==> config.mk <==
export PLATFORM = sky130hd
export DESIGN_NAME = simple_cpu_sequencer
export DESIGN_NICKNAME = d
export VERILOG_FILES = /design/src/rtl/simple_cpu_sequencer.sv
export SDC_FILE = /design/constraint.sdc
export NUM_CORES = 1
export LEC_CHECK = 0
export BUFFER_PORTS_ARGS = -buffer_cell sky130_fd_sc_hd__buf_2
export CAP_MARGIN = 10
export CORE_UTILIZATION = 45
export CTS_CLUSTER_DIAMETER = 50
export DETAILED_ROUTE_END_ITERATION = 12
export PLACE_DENSITY = 0.79
export SYNTH_ARGS = -nofsm -noshare
export SYNTH_HDL_FRONTEND = slang
export SYNTH_SLANG_ARGS = --single-unit
==> constraint.sdc <==
create_clock -name clk -period 1.6 [get_ports clk]
set_input_delay 0.32 -clock clk [delete_from_list [all_inputs] [get_ports clk]]
set_output_delay 0.32 -clock clk [all_outputs]
set_load 0.005 [all_outputs]
==> src/rtl/simple_cpu_sequencer.sv <==
// Instruction sequencer for the register-file + 74181 ALU datapath.
// Takes one instruction per valid/ready handshake. It drives the operand,
// ALU and write-back controls, waits for the ALU ripple to settle, then
// captures the result and flags and writes the result back to the register file.
module simple_cpu_sequencer #(
    parameter int  DATA_WIDTH  = 16,
    parameter int  NUM_REGS    = 8,
    parameter int  ALU_WAIT    = 1,
    localparam int ADDR_WIDTH  = $clog2(NUM_REGS),
    localparam int INSTR_WIDTH = 9 + 3*ADDR_WIDTH + DATA_WIDTH
) (
    input  logic                   clk,
    input  logic                   reset,
    input  logic                   instr_valid,
    output logic                   instr_ready,
    input  logic [INSTR_WIDTH-1:0] instr,
    output logic                   reg_write_enable,
    output logic [ADDR_WIDTH-1:0]  reg_read_addr1,
    output logic [ADDR_WIDTH-1:0]  reg_read_addr2,
    output logic [ADDR_WIDTH-1:0]  reg_write_addr,
    output logic [DATA_WIDTH-1:0]  reg_write_data,
    output logic                   alu_cin,
    output logic                   alu_mode,
    output logic [3:0]             alu_sel,
    output logic [DATA_WIDTH-1:0]  alu_b_imm,
    output logic                   alu_b_use_imm,
    input  logic [DATA_WIDTH-1:0]  alu_result,
    input  logic                   alu_cout,
    output logic                   busy,
    output logic                   done,
    output logic                   carry_flag,
    output logic                   zero_flag
);

    localparam int CW = (ALU_WAIT > 1) ? $clog2(ALU_WAIT) : 1;

    localparam logic [1:0] K_RR  = 2'b00;
    localparam logic [1:0] K_RI  = 2'b01;
    localparam logic [1:0] K_LD  = 2'b10;

    typedef struct packed {
        logic [1:0]            kind;
        logic [3:0]            sel;
        logic                  mode;
        logic                  cin;
        logic                  use_c;
        logic [ADDR_WIDTH-1:0] rd;
        logic [ADDR_WIDTH-1:0] rs1;
        logic [ADDR_WIDTH-1:0] rs2;
        logic [DATA_WIDTH-1:0] imm;
    } instr_t;

    typedef enum logic [1:0] {IDLE, ISSUE, WRITE, RETIRE} state_t;

    state_t        state, state_n;
    instr_t        ins;
    logic [CW-1:0] wait_cnt;
    logic          accept;
    logic          last_wait;

    assign ins       = instr_t'(instr);
    assign accept    = (state == IDLE) && instr_valid;
    assign last_wait = (wait_cnt == CW'(ALU_WAIT - 1));

    // State register.
    always_ff @(posedge clk) begin
        if (reset) state <= IDLE;
        else       state <= state_n;
    end

    // Next-state decode: ALU kinds issue, LOAD goes straight to write-back, NOP retires.
    always_comb begin
        state_n = state;
        case (state)
            IDLE: begin
                if (instr_valid) begin
                    case (ins.kind)
                        K_RR, K_RI: state_n = ISSUE;
                        K_LD:       state_n = WRITE;
                        default:    state_n = RETIRE;
                    endcase
                end
            end
            ISSUE:   if (last_wait) state_n = WRITE;
            WRITE:   state_n = RETIRE;
            RETIRE:  state_n = IDLE;
            default: state_n = IDLE;
        endcase
    end

    // Registered outputs: status from the next state, controls latched at accept,
    // and the result and flags captured on the final ISSUE edge.
    always_ff @(posedge clk) begin
        if (reset) begin
            instr_ready      <= 1'b1;
            busy             <= 1'b0;
            done             <= 1'b0;
            reg_write_enable <= 1'b0;
            reg_read_addr1   <= '0;
            reg_read_addr2   <= '0;
            reg_write_addr   <= '0;
            reg_write_data   <= '0;
            alu_cin          <= 1'b0;
            alu_mode         <= 1'b0;
            alu_sel          <= '0;
            alu_b_imm        <= '0;
            alu_b_use_imm    <= 1'b0;
            carry_flag       <= 1'b0;
            zero_flag        <= 1'b0;
            wait_cnt         <= '0;
        end else begin
            instr_ready      <= (state_n == IDLE);
            busy             <= (state_n != IDLE);
            reg_write_enable <= (state_n == WRITE);
            done             <= (state_n == RETIRE);
            wait_cnt         <= (state == ISSUE) ? wait_cnt + CW'(1) : '0;

            if (accept) begin
                reg_write_addr <= ins.rd;
                if (ins.kind == K_RR || ins.kind == K_RI) begin
                    reg_read_addr1 <= ins.rs1;
                    reg_read_addr2 <= ins.rs2;
                    alu_sel        <= ins.sel;
                    alu_mode       <= ins.mode;
                    // Chained adds feed the previous raw carry-out straight back in.
                    alu_cin        <= ins.use_c ? carry_flag : ins.cin;
                    alu_b_use_imm  <= (ins.kind == K_RI);
                    alu_b_imm      <= (ins.kind == K_RI) ? ins.imm : '0;
                end
                if (ins.kind == K_LD) reg_write_data <= ins.imm;
            end

            if (state == ISSUE && last_wait) begin
                reg_write_data <= alu_result;
                carry_flag     <= alu_cout;
                zero_flag      <= (alu_result == '0);
            end
        end
    end

endmodule

==> results of run 1 <==
## power by group
part           leakage (nW)  switching [mW]  total (mW)  internal (mW)
combinational         0.805           0.303       0.572          0.268
sequential            0.466          0.0622        1.61           1.54
clock                0.0932           0.539        1.18          0.639
total                  1.36           0.905        3.36           2.45
## cells in the final DEF (no fill, tap or decap), types with 5 or more instances in the layout
cell	instances
mux2i_1	5
nand3_1	16
nor2_1	25
buf_4	9
a21oi_1	29
clkbuf_8	11
a311oi_1	16
buf_2	107
dfxtp_1	57
nand2_1	73
## timing repair
action / in CTS / in global routing
hold buffers: 0 / 0
resized for setup: 0 / 1
endpoints found under the setup margin: 0 / 2
hold endpoints to repair: 0 / 0
## path summary, 6_finish.rpt
check / start / cells after the start / slack (ps) / endpoint
setup / recovery: state[0]$_SDFF_PP0_ / 3 / 70 / zero_flag$_SDFFE_PP0P_
setup reg to reg: state[0]$_SDFF_PP0_ / 3 / 70 / zero_flag$_SDFFE_PP0P_
hold / removal: instr[30] / 3 / 230 / alu_sel[2]$_SDFFE_PP0P_
hold reg to reg: reg_read_addr1[1]$_SDFFE_PP0P_ / 2 / 450 / reg_read_addr1[1]$_SDFFE_PP0P_
## final cells by class
class	instances	area [sq um]
tap	52	65.1
clock inverter	3	15.0
inverter	2	7.51
multi-input combinational	186	940
clock buffer	13	159
fill	422	1520
sequential	57	1140
timing repair buffer	119	654
## registers in the layout, summed over array words and instances, names as in the netlist, 2 cells and up
register,flops
alu_b_imm,16
reg_write_data,16
alu_sel,4
reg_read_addr1,3
reg_read_addr2,3
reg_write_addr,3
state,2
## cells in the mapped netlist (all sizes together)
master	number	share of area
buf	11	0.028
nand3b	1	0.0034
nand2	73	0.13
a211oi	1	0.0034
a21oi	29	0.066
nor2b	4	0.011
mux2i	5	0.023
o21a	1	0.0034
nand3	16	0.037
nor4	3	0.0086
o21ai	4	0.0092
or4	1	0.0034
clkbuf	10	0.017
nor3b	1	0.0086
nand4	1	0.0029
nor2	25	0.043
or3b	1	0.0040
o31ai	1	0.0034
inv	2	0.0034
dfxtp	57	0.52
and2	1	0.0029
nand2b	2	0.0057
a311oi	16	0.064
## worst max-delay path, delay by kind of cell, from the launching register on
kind,cells,cell delay [ps]
AND/OR/NAND/NOR,2,900
flip-flops,1,430
AO/OA/AOI/OAI,1,140
## layer usage
metal | wire (microns) | vias to the layer above | track usage
met5 | 0 | - | 0
met4 | 63 | 0 | 0.113
met3 | 374 | 6 | 0.0534
met2 | 2710 | 82 | 0.357
met1 | 2770 | 994 | 0.317
li1 | - | 1122 | -
## logic make-up (layout without fill, tap and decap cells)
group           count (synthesis)  after routing  share of synthesized area
compound gates                 52             52                      0.150
buf+inv                        23            137                     0.0487
flops                          57             57                      0.522
mux                             5              5                     0.0229
simple gates                  129            129                      0.256
## metrics by stage
| step | power, mW | utilization |
|---|---|---|
| 2_1_floorplan | 1.93 | - |
| 5_1_grt | 3.51 | 0.662 |
| 6_report | 3.36 | 0.662 |
| 3_5_place_dp | 2.20 | 0.623 |
| 3_3_place_gp | 2.19 | 0.623 |
| 4_1_cts | 3.37 | 0.661 |
==> results summary, run 1 <==
The flow ran to the end, and the final reports show no timing, DRC or antenna violations. The total die area came out at 5140 sq um. The largest driver fanout on the critical path is 5. The largest incremental delay on the critical path came out at 470 ps. The per-cell routed wire length is 13.7 microns. The highest clock rate came out at 653 MHz. The worst-case setup slack after placement is 83.7 ps. The number of warning messages in the yosys log came out at 0.

The path type of the worst setup path is flop to flop. On the final layout, the worst hold slack is 230 ps. The clock tree from TritonCTS is built. The worst-margin pin slew came out at 342 ps. After the first detailed-routing iteration, the DRC count stood at 167. In this run the deepest clock path goes through 2 buffers. The number of setup buffers added after CTS is 0. The gate count of the mapped netlist is 266. Setup repair after global routing left no endpoint under its margin. IR analysis of the VDD net gives a maximum drop of 619 uV. On the critical path, the stage with the largest delay is an instance of or3b_1. The worst path meets setup with 68.5 ps of slack. The number of top-level pins is 108. In the routed design, unresolved DRC markers number 0. The reported leakage power is 1.36 nW. The floorplan core area is 4500 sq um.

The leftover overflow at the end of global routing is 0. The number of hold violations in the final report came to 0. The width of the die came out at 71.7 microns. The total global routing track utilization is 0.235. From bottom edge to top edge, the die measures 71.7 microns. The worst hold-check path type is primary input to flop.

The average footprint of a synthesized cell came out at 8.21 sq um. The sequential cell area fraction in the yosys report is 0.522. The required time reported for the critical path endpoint is 1860 ps. After layout, the minimum clock period comes to 1530 ps. The number of detailed-routing iterations run before antenna repair came out at 4. The clock-pin slew reported for the worst setup and hold paths after clock tree synthesis is 60 ps. The maximum number of pins on one net before global-route repair came out at 34.

For this run, the post-layout net count is 429. The last weighted congestion value of the routability-driven placer came out at 0.801. The placement-stage cell area is 2800 sq um. Setup violations remaining at the end of the flow were counted as 0. The count of nets left with antenna violations once routing finished came out at 0. Row generation in the floorplan step produced 24 rows. The half-perimeter wire length after detailed placement is 4170 microns. The antenna diode count came out at 0.

For this block, the routed nets add up to 5920 microns of wire. The number of sinks driven by the clock tree is 57. The critical path arrival came out at 1790 ps.

The total power per unit cell area came out at 1130 nW/um^2. The share of layout cells above drive strength 1 came out at 0.355. The share of the cycle needed by the critical path after routing came out at 0.957. The final standard cell count with taps included and fillers excluded came out at 432.

The worst pin sits at a relative slew slack of 0.770. The max-slew violation total from the final report is 0. The via count of the first global-routing pass is 1997. The synthesized netlist net count is 320. The number of antenna violations at the first check in global routing is 0. The final setup TNS came out at 0 ps.

The clock arrives with 4.37 ps of skew. The number of maximum-capacitance violations came out at 0. The total clock buffers created by CTS is 9. In this run the clock root is driven by a clkbuf_8. The worst setup path is captured at a flop. The count of buffers added on input and output ports is 107. From synthesis to final layout, the design area changed by 36.5%. The number of cells after detailed placement came out at 416. The first global-routing pass estimated 9330 microns of wire. Walking the worst path, the cells encountered are or3b_1 -> or4_1 -> o21ai_1. The finished cells cover 2980 sq um. The number of distinct library cells after synthesis came out at 27. At the later pin of the worst-skew pair, clock insertion delay measures 320 ps. After synthesis the cells add up to 2180 sq um. The routed via count divided by cell count is 5.10. The detailed-route via count came out at 2204.

The starting utilization of the core area came out at 0.485. The element type at the critical path start is a flop. The total number of H-tree levels came out at 3. The synthesized design contains 57 register bits.
Note: power is estimated with default switching activity, not from simulation.
==> inputs of run 2 (changes only) <==
CORE_UTILIZATION = 41   (was 45)
PLACE_DENSITY = 0.76   (was 0.79)
SETUP_SLACK_MARGIN = 0.4   (was unset)
clock period = 1.23 ns   (was 1.6 ns; I/O delays follow)
==> results summary, run 2 (synthesis gave the netlist of run 1 again) <==
The run finished, with violations left. The checks that failed: negative setup slack. The beginning of the critical path is state[0]$_SDFF_PP0_. The reported leakage power was 1.72 nW (+26%). The antenna diode count is 0 (unchanged). The final setup TNS is -6080 ps (-6080 ps). The total global routing track utilization was 0.245 (+0.00958). The worst setup path is launched from a flop. The count of routing violations after the opening detailed-route iteration came out at 209 (+25%).

The clock-pin slew reported for the worst setup and hold paths after clock tree synthesis came to 70 ps (about the same). The placement-stage cell area is 2880 sq um (+2.7%). The per-cell routed wire length came out at 16.1 microns (+17%).

The worst register-to-register path begins at state[0]$_SDFF_PP0_. The worst hold path cell count is 3 (unchanged). The detailed-route via count came to 2434 (+10%). Leaving out fill and tap cells, the most frequent cell in the layout is buf_2.

The worst hold path belongs to the class primary input to flop. TritonCTS built the clock tree. The starting utilization of the core area is 0.428 (-0.0573).

The number of detailed-routing iterations run before antenna repair was 4 (unchanged). The number of cells traversed by the worst register-to-register path is 5 (+2). The half-perimeter wire length after detailed placement was 4310 microns (+3.3%). The share of the cycle needed by the critical path after routing came out at 1.18 (+0.219). The total clock buffers created by CTS was 9 (unchanged). The share of layout cells above drive strength 1 is 0.652 (+0.297). The leftover overflow at the end of global routing came out at 0 (unchanged). The width of the die is 75.0 microns (+4.6%).

The final setup skew is 8.39 ps (+4.02 ps). The DRC violation count after routing is 0 (unchanged). The number of hold violations in the final report is 0 (unchanged). The total power per unit cell area came out at 1380 nW/um^2 (+23%). The worst-case vdd ir drop is 837 uV (+35%).

The worst setup slack for register-to-register paths came out at -220 ps (-280 ps). The clock insertion delay at the later pin of the skew report was 340 ps (+20 ps). The max-slew violation total from the final report came out at 0 (unchanged). The global-route wire length before repair came out at 10000 microns (+7.2%).

The via count of the first global-routing pass came to 2095 (+4.9%). The number of nets in the layout came out at 454 (+5.8%). The routed via count divided by cell count is 5.12 (+0.44%). The remaining antenna violation count came out at 0 (unchanged). The number of antenna violations at the first check in global routing is 0 (unchanged). The largest driver fanout on the critical path is 8 (+3). The count of standard-cell rows is 26 (+8.3%).

STA classifies the critical path endpoint as a flop. The critical path arrival came out at 1670 ps (-120 ps). The floorplan core area is 5110 sq um (+13%). The total number of H-tree levels is 3 (unchanged). The largest registers in the layout are alu_b_imm x16, reg_write_data x16, alu_sel x4. The CTS root buffer is clkbuf_8. The setup slack of the critical path after layout is -216 ps (-285 ps). The number of maximum-capacitance violations is 0 (unchanged). The critical path in this run is classified as flop to flop.

The clock period minus worst slack is 1450 ps (-85.2 ps). The total die area came out at 5620 sq um (+9.5%). The endpoint identified for the worst register-to-register timing path is reg_write_data[1]$_SDFFE_PP0P_.

The maximum number of pins on one net before global-route repair is 34 (unchanged). The area of all sequential standard cells is 1210 sq um (+6.1%). The number of sinks driven by the clock tree was 57 (unchanged). The path with the worst hold slack has its endpoint at reg_read_addr2[0]$_SDFFE_PP0P_.

The number of fillers in the final layout came out at 349 (-17%). From synthesis to final layout, the design area changed by 77.5%. The count of final setup violators is 55 (+55). The final standard cell utilization of the core came out at 0.759 (+0.0975). Setup repair after global routing could not meet its margin everywhere. The number of top-level pins is 108 (unchanged). The origin of the worst min-delay path is instr[16]. The number of buffers between clock root and the deepest sink is 2 (unchanged). The top cell types in the final layout, fill and taps aside, are buf_2, nand2_1, dfxtp_2. The total wire length came to 7640 microns (+29%).

The count of buffers from port buffering came out at 107 (unchanged). The required time reported for the critical path endpoint was 1450 ps (-410 ps). The highest clock rate came out at 691 MHz (+5.9%). The height of the chip came out at 75.0 microns (+4.6%). The relative slew slack is 0.760 (-0.00980). The post-route cell area came to 3880 sq um (+30%). The last weighted congestion value of the routability-driven placer was 0.743 (-7.2%).

The worst-margin pin slew came out at 356 ps (+14.6 ps). The area of the multi-input gates came out at 1190 sq um (+27%).
run 2: metal layers:
metal	routed length [microns]	track usage
met1	3080	0.302
met2	3870	0.399
met3	516	0.0522
met4	169	0.134
met5	0	0
run 2: area by class of cell:
cell class,count,share of cell area
clock buffer,11,0.0390
timing repair buffer,144,0.297
multi-input combinational,186,0.307
sequential,57,0.312
inverter,2,0.00194
clock inverter,5,0.0200
tap,70,0.0226
run 2: power by group:
part	internal (mW)	switching, mW	leakage [nW]
sequential	2.04	0.101	0.489
combinational	0.649	0.565	1.11
clock	1.24	0.771	0.115
run 2: how the worst max path moves through the flow:
stage                                           end  slack [ps]  depth (start not counted)
floorplan                    zero_flag$_SDFFE_PP0P_        -170                          4
global placement    reg_write_data[14]$_SDFFE_PP0P_        -130                          3
detailed placement  reg_write_data[14]$_SDFFE_PP0P_        -200                          3
CTS                          zero_flag$_SDFFE_PP0P_        -130                          3
global route         reg_write_data[1]$_SDFFE_PP0P_        -290                          5
finish               reg_write_data[1]$_SDFFE_PP0P_        -220                          5
run 2: critical path, cell delays in order (launching register included):
cell,delay (ps)
dfxtp_4,360
nor3b_4,250
and2_4,210
buf_8,150
nand2_2,60
a311oi_1,300
run 2: stage by stage:
step           std cells  hold WS (ps)  setup WS (ps)  power (mW)
6_report             475           132           -216        5.37
4_1_cts              470           119           -129        5.18
3_3_place_gp         439           436           -126        2.88
2_1_floorplan        266           382           -173        2.53
5_1_grt              475           135           -286        5.55
3_5_place_dp         439           441           -203        2.90
run 2: what timing repair did:
action,4_1_cts,5_1_grt
setup endpoints to repair,111,111
setup buffers,11,4
gates cloned,4,1
pin swaps,16,35
hold buffers,0,0
resized for setup,105,59
==> inputs of run 3 (changes only) <==
CORE_UTILIZATION = 45   (was 41)
PLACE_DENSITY = 0.79   (was 0.76)
REMOVE_ABC_BUFFERS = 1   (was unset)
clock period = 1.8 ns   (was 1.23 ns; I/O delays follow)
==> results summary, run 3 (synthesis gave the netlist of run 1 again) <==
The half-perimeter wire length after detailed placement is 4140 microns (-3.8%). The floorplan core area came out at 4500 sq um (-12%). The final setup skew is 7.32 ps (-1.06 ps).

The height of the chip came out at 71.7 microns (-4.4%). The layout overhead on the synthesized area came out at 39.7%. The number of detailed-routing iterations run before antenna repair came out at 4 (unchanged). The reported leakage power came to 1.39 nW (-19%). The required time reported for the critical path endpoint is 2060 ps (+610 ps). STA classifies the critical path startpoint as a flop. The count of buffers from port buffering is 107 (unchanged). The per-cell routed wire length is 13.5 microns (-16%).

The relative slew slack is 0.684 (-0.0761). The number of sinks driven by the clock tree was 57 (unchanged). The count of final setup violators is 0 (-100%). By startpoint and endpoint, the worst setup path is classified as flop to flop. The DRC violation count after routing was 0 (unchanged). The detailed-route via count is 2253 (-7.4%). The clock tree from TritonCTS is built. The overall power came out at 3.01 mW (-44%). In the layout the commonest cells are buf_2, nand2_1, dfxtp_1. The total power per unit cell area is 987 nW/um^2 (-29%). The remaining antenna violation count came to 0 (unchanged). The total die area came out at 5140 sq um (-8.7%). The total wire length was 5850 microns (-23%). The largest driver fanout on the critical path is 5 (-3). The max-slew violation total from the final report came to 0 (unchanged). The number of buffer and inverter instances along the worst setup path came out at 0 (-1). The clock-pin slew reported for the worst setup and hold paths after clock tree synthesis came out at 60 ps (about the same).

In the final layout, the registers with the most flip-flops are alu_b_imm x16, reg_write_data x16, alu_sel x4. The clock period minus worst slack is 1380 ps (-68.1 ps). In this run the clock root is driven by a clkbuf_8. The total clock buffers created by CTS came out at 9 (unchanged). The leftover overflow at the end of global routing is 0 (unchanged). The slowest stage of the critical path is the or4_4 cell. The number of hold violations in the final report is 0 (unchanged). The share of the cycle needed by the critical path after routing came out at 0.766 (-0.410).

The total number of H-tree levels came out at 3 (unchanged). The routed via count divided by cell count came out at 5.22 (+1.8%). Setup repair after global routing could not meet its margin everywhere. The worst-case vdd ir drop came out at 641 uV (-23%). The share of layout cells above drive strength 1 was 0.382 (-0.270).

The last weighted congestion value of the routability-driven placer is 0.828 (+11%). The maximum number of pins on one net before global-route repair came out at 34 (unchanged). The path class of the tightest hold or removal check is primary input to flop. The worst-margin pin slew came out at 474 ps (+117 ps). The run finished with clean final reports. The number of nets in the layout came out at 432 (-4.8%). Leaving out fill and tap cells, the most frequent cell in the layout is buf_2.

The largest incremental delay on the critical path is 430 ps (+70 ps). The starting utilization of the core area was 0.485 (+0.0573). The width of the die is 71.7 microns (-4.4%). The antenna diode count came out at 0 (unchanged). The total global routing track utilization came out at 0.227 (-0.0173). The via count of the first global-routing pass came to 1945 (-7.2%).

The number of buffers between clock root and the deepest sink is 2 (unchanged). The number of top-level pins is 108 (unchanged). The count of standard-cell rows came out at 24 (-7.7%). The signal on the critical path passes through or3b_4 -> or4_4 -> o21ai_2. The global-route wire length before repair is 9040 microns (-9.6%). The highest clock rate came out at 726 MHz (+4.9%).

The critical path arrival is 1640 ps (-30 ps). The clock insertion delay at the later pin of the skew report came out at 320 ps (-20 ps). The endpoint kind of the worst setup timing path is a flop.

The worst hold slack is 275 ps (+143 ps). The number of hold buffers added after cts was 0 (unchanged). The number of maximum-capacitance violations came out at 0 (unchanged).

The count of routing violations after the opening detailed-route iteration came out at 172 (-18%). The cell family contributing the most delay on the critical path is simple AND/OR/NAND/NOR gates. The number of antenna violations at the first check in global routing came to 0 (unchanged).
-- run 3: cell types whose count changed in the layout (fill, tap and decap cells not counted), sizes merged --
cell / before / now
bufinv: 2 / 0
clkbuf: 12 / 13
clkinvlp: 1 / 0
clkinv: 2 / 0
buf: 143 / 122
-- run 3: metal layers --
layer / global-route usage / vias up / part of all wire / routed length [microns]
li1: - / 1126 / - / -
met1: 0.287 / 1027 / 0.44 / 2570
met2: 0.356 / 96 / 0.48 / 2780
met3: 0.0605 / 4 / 0.077 / 449
met4: 0.120 / 0 / 0.0079 / 46
met5: 0 / - / 0 / 0
-- run 3: metrics by stage --
| stage | worst slack [ps] | cells | setup TNS [ps] | utilization | area, sq um |
|---|---|---|---|---|---|
| 2_1_floorplan | -312 | 245 | -8280 | - | 2090 |
| 3_3_place_gp | 339 | 417 | 0 | 0.627 | 2820 |
| 3_5_place_dp | 319 | 417 | 0 | 0.627 | 2820 |
| 4_1_cts | 389 | 430 | 0 | 0.665 | 3000 |
| 5_1_grt | 365 | 432 | 0 | 0.678 | 3050 |
| 6_report | 422 | 432 | 0 | 0.678 | 3050 |
-- run 3: tightest hold or removal path, delay by kind of cell --
| family | cells | cell delay, ps |
|---|---|---|
| AO/OA/AOI/OAI | 1 | 50 |
| buffers and inverters | 1 | 100 |
| AND/OR/NAND/NOR | 1 | 40 |
-- run 3: what timing repair did --
item | in CTS | in global routing
setup buffers | 0 | 2
pin swaps | 1 | 10
resized for setup | 2 | 13
endpoints found under the setup margin | 7 | 43
-- run 3: final timing paths --
kind | slack (ps) | end | cells after the start | from
setup / recovery | 420 | zero_flag$_SDFFE_PP0P_ | 3 | state[0]$_SDFF_PP0_
hold reg to reg | 450 | alu_b_imm[2]$_SDFFE_PP0P_ | 2 | alu_b_imm[2]$_SDFFE_PP0P_
setup reg to reg | 420 | zero_flag$_SDFFE_PP0P_ | 3 | state[0]$_SDFF_PP0_
hold / removal | 270 | reg_read_addr2[1]$_SDFFE_PP0P_ | 3 | instr[17]
-- run 3: cell type report --
class                      instances  area (sq um)
clock buffer                      13           169
fill                             390          1450
inverter                           2          7.51
multi-input combinational        186           968
sequential                        57          1150
tap                               52          65.1
timing repair buffer             122           697
-- run 3: power breakdown --
part / internal [mW] / switching, mW
clock network: 0.590 / 0.450
logic: 0.263 / 0.278
registers: 1.38 / 0.0575
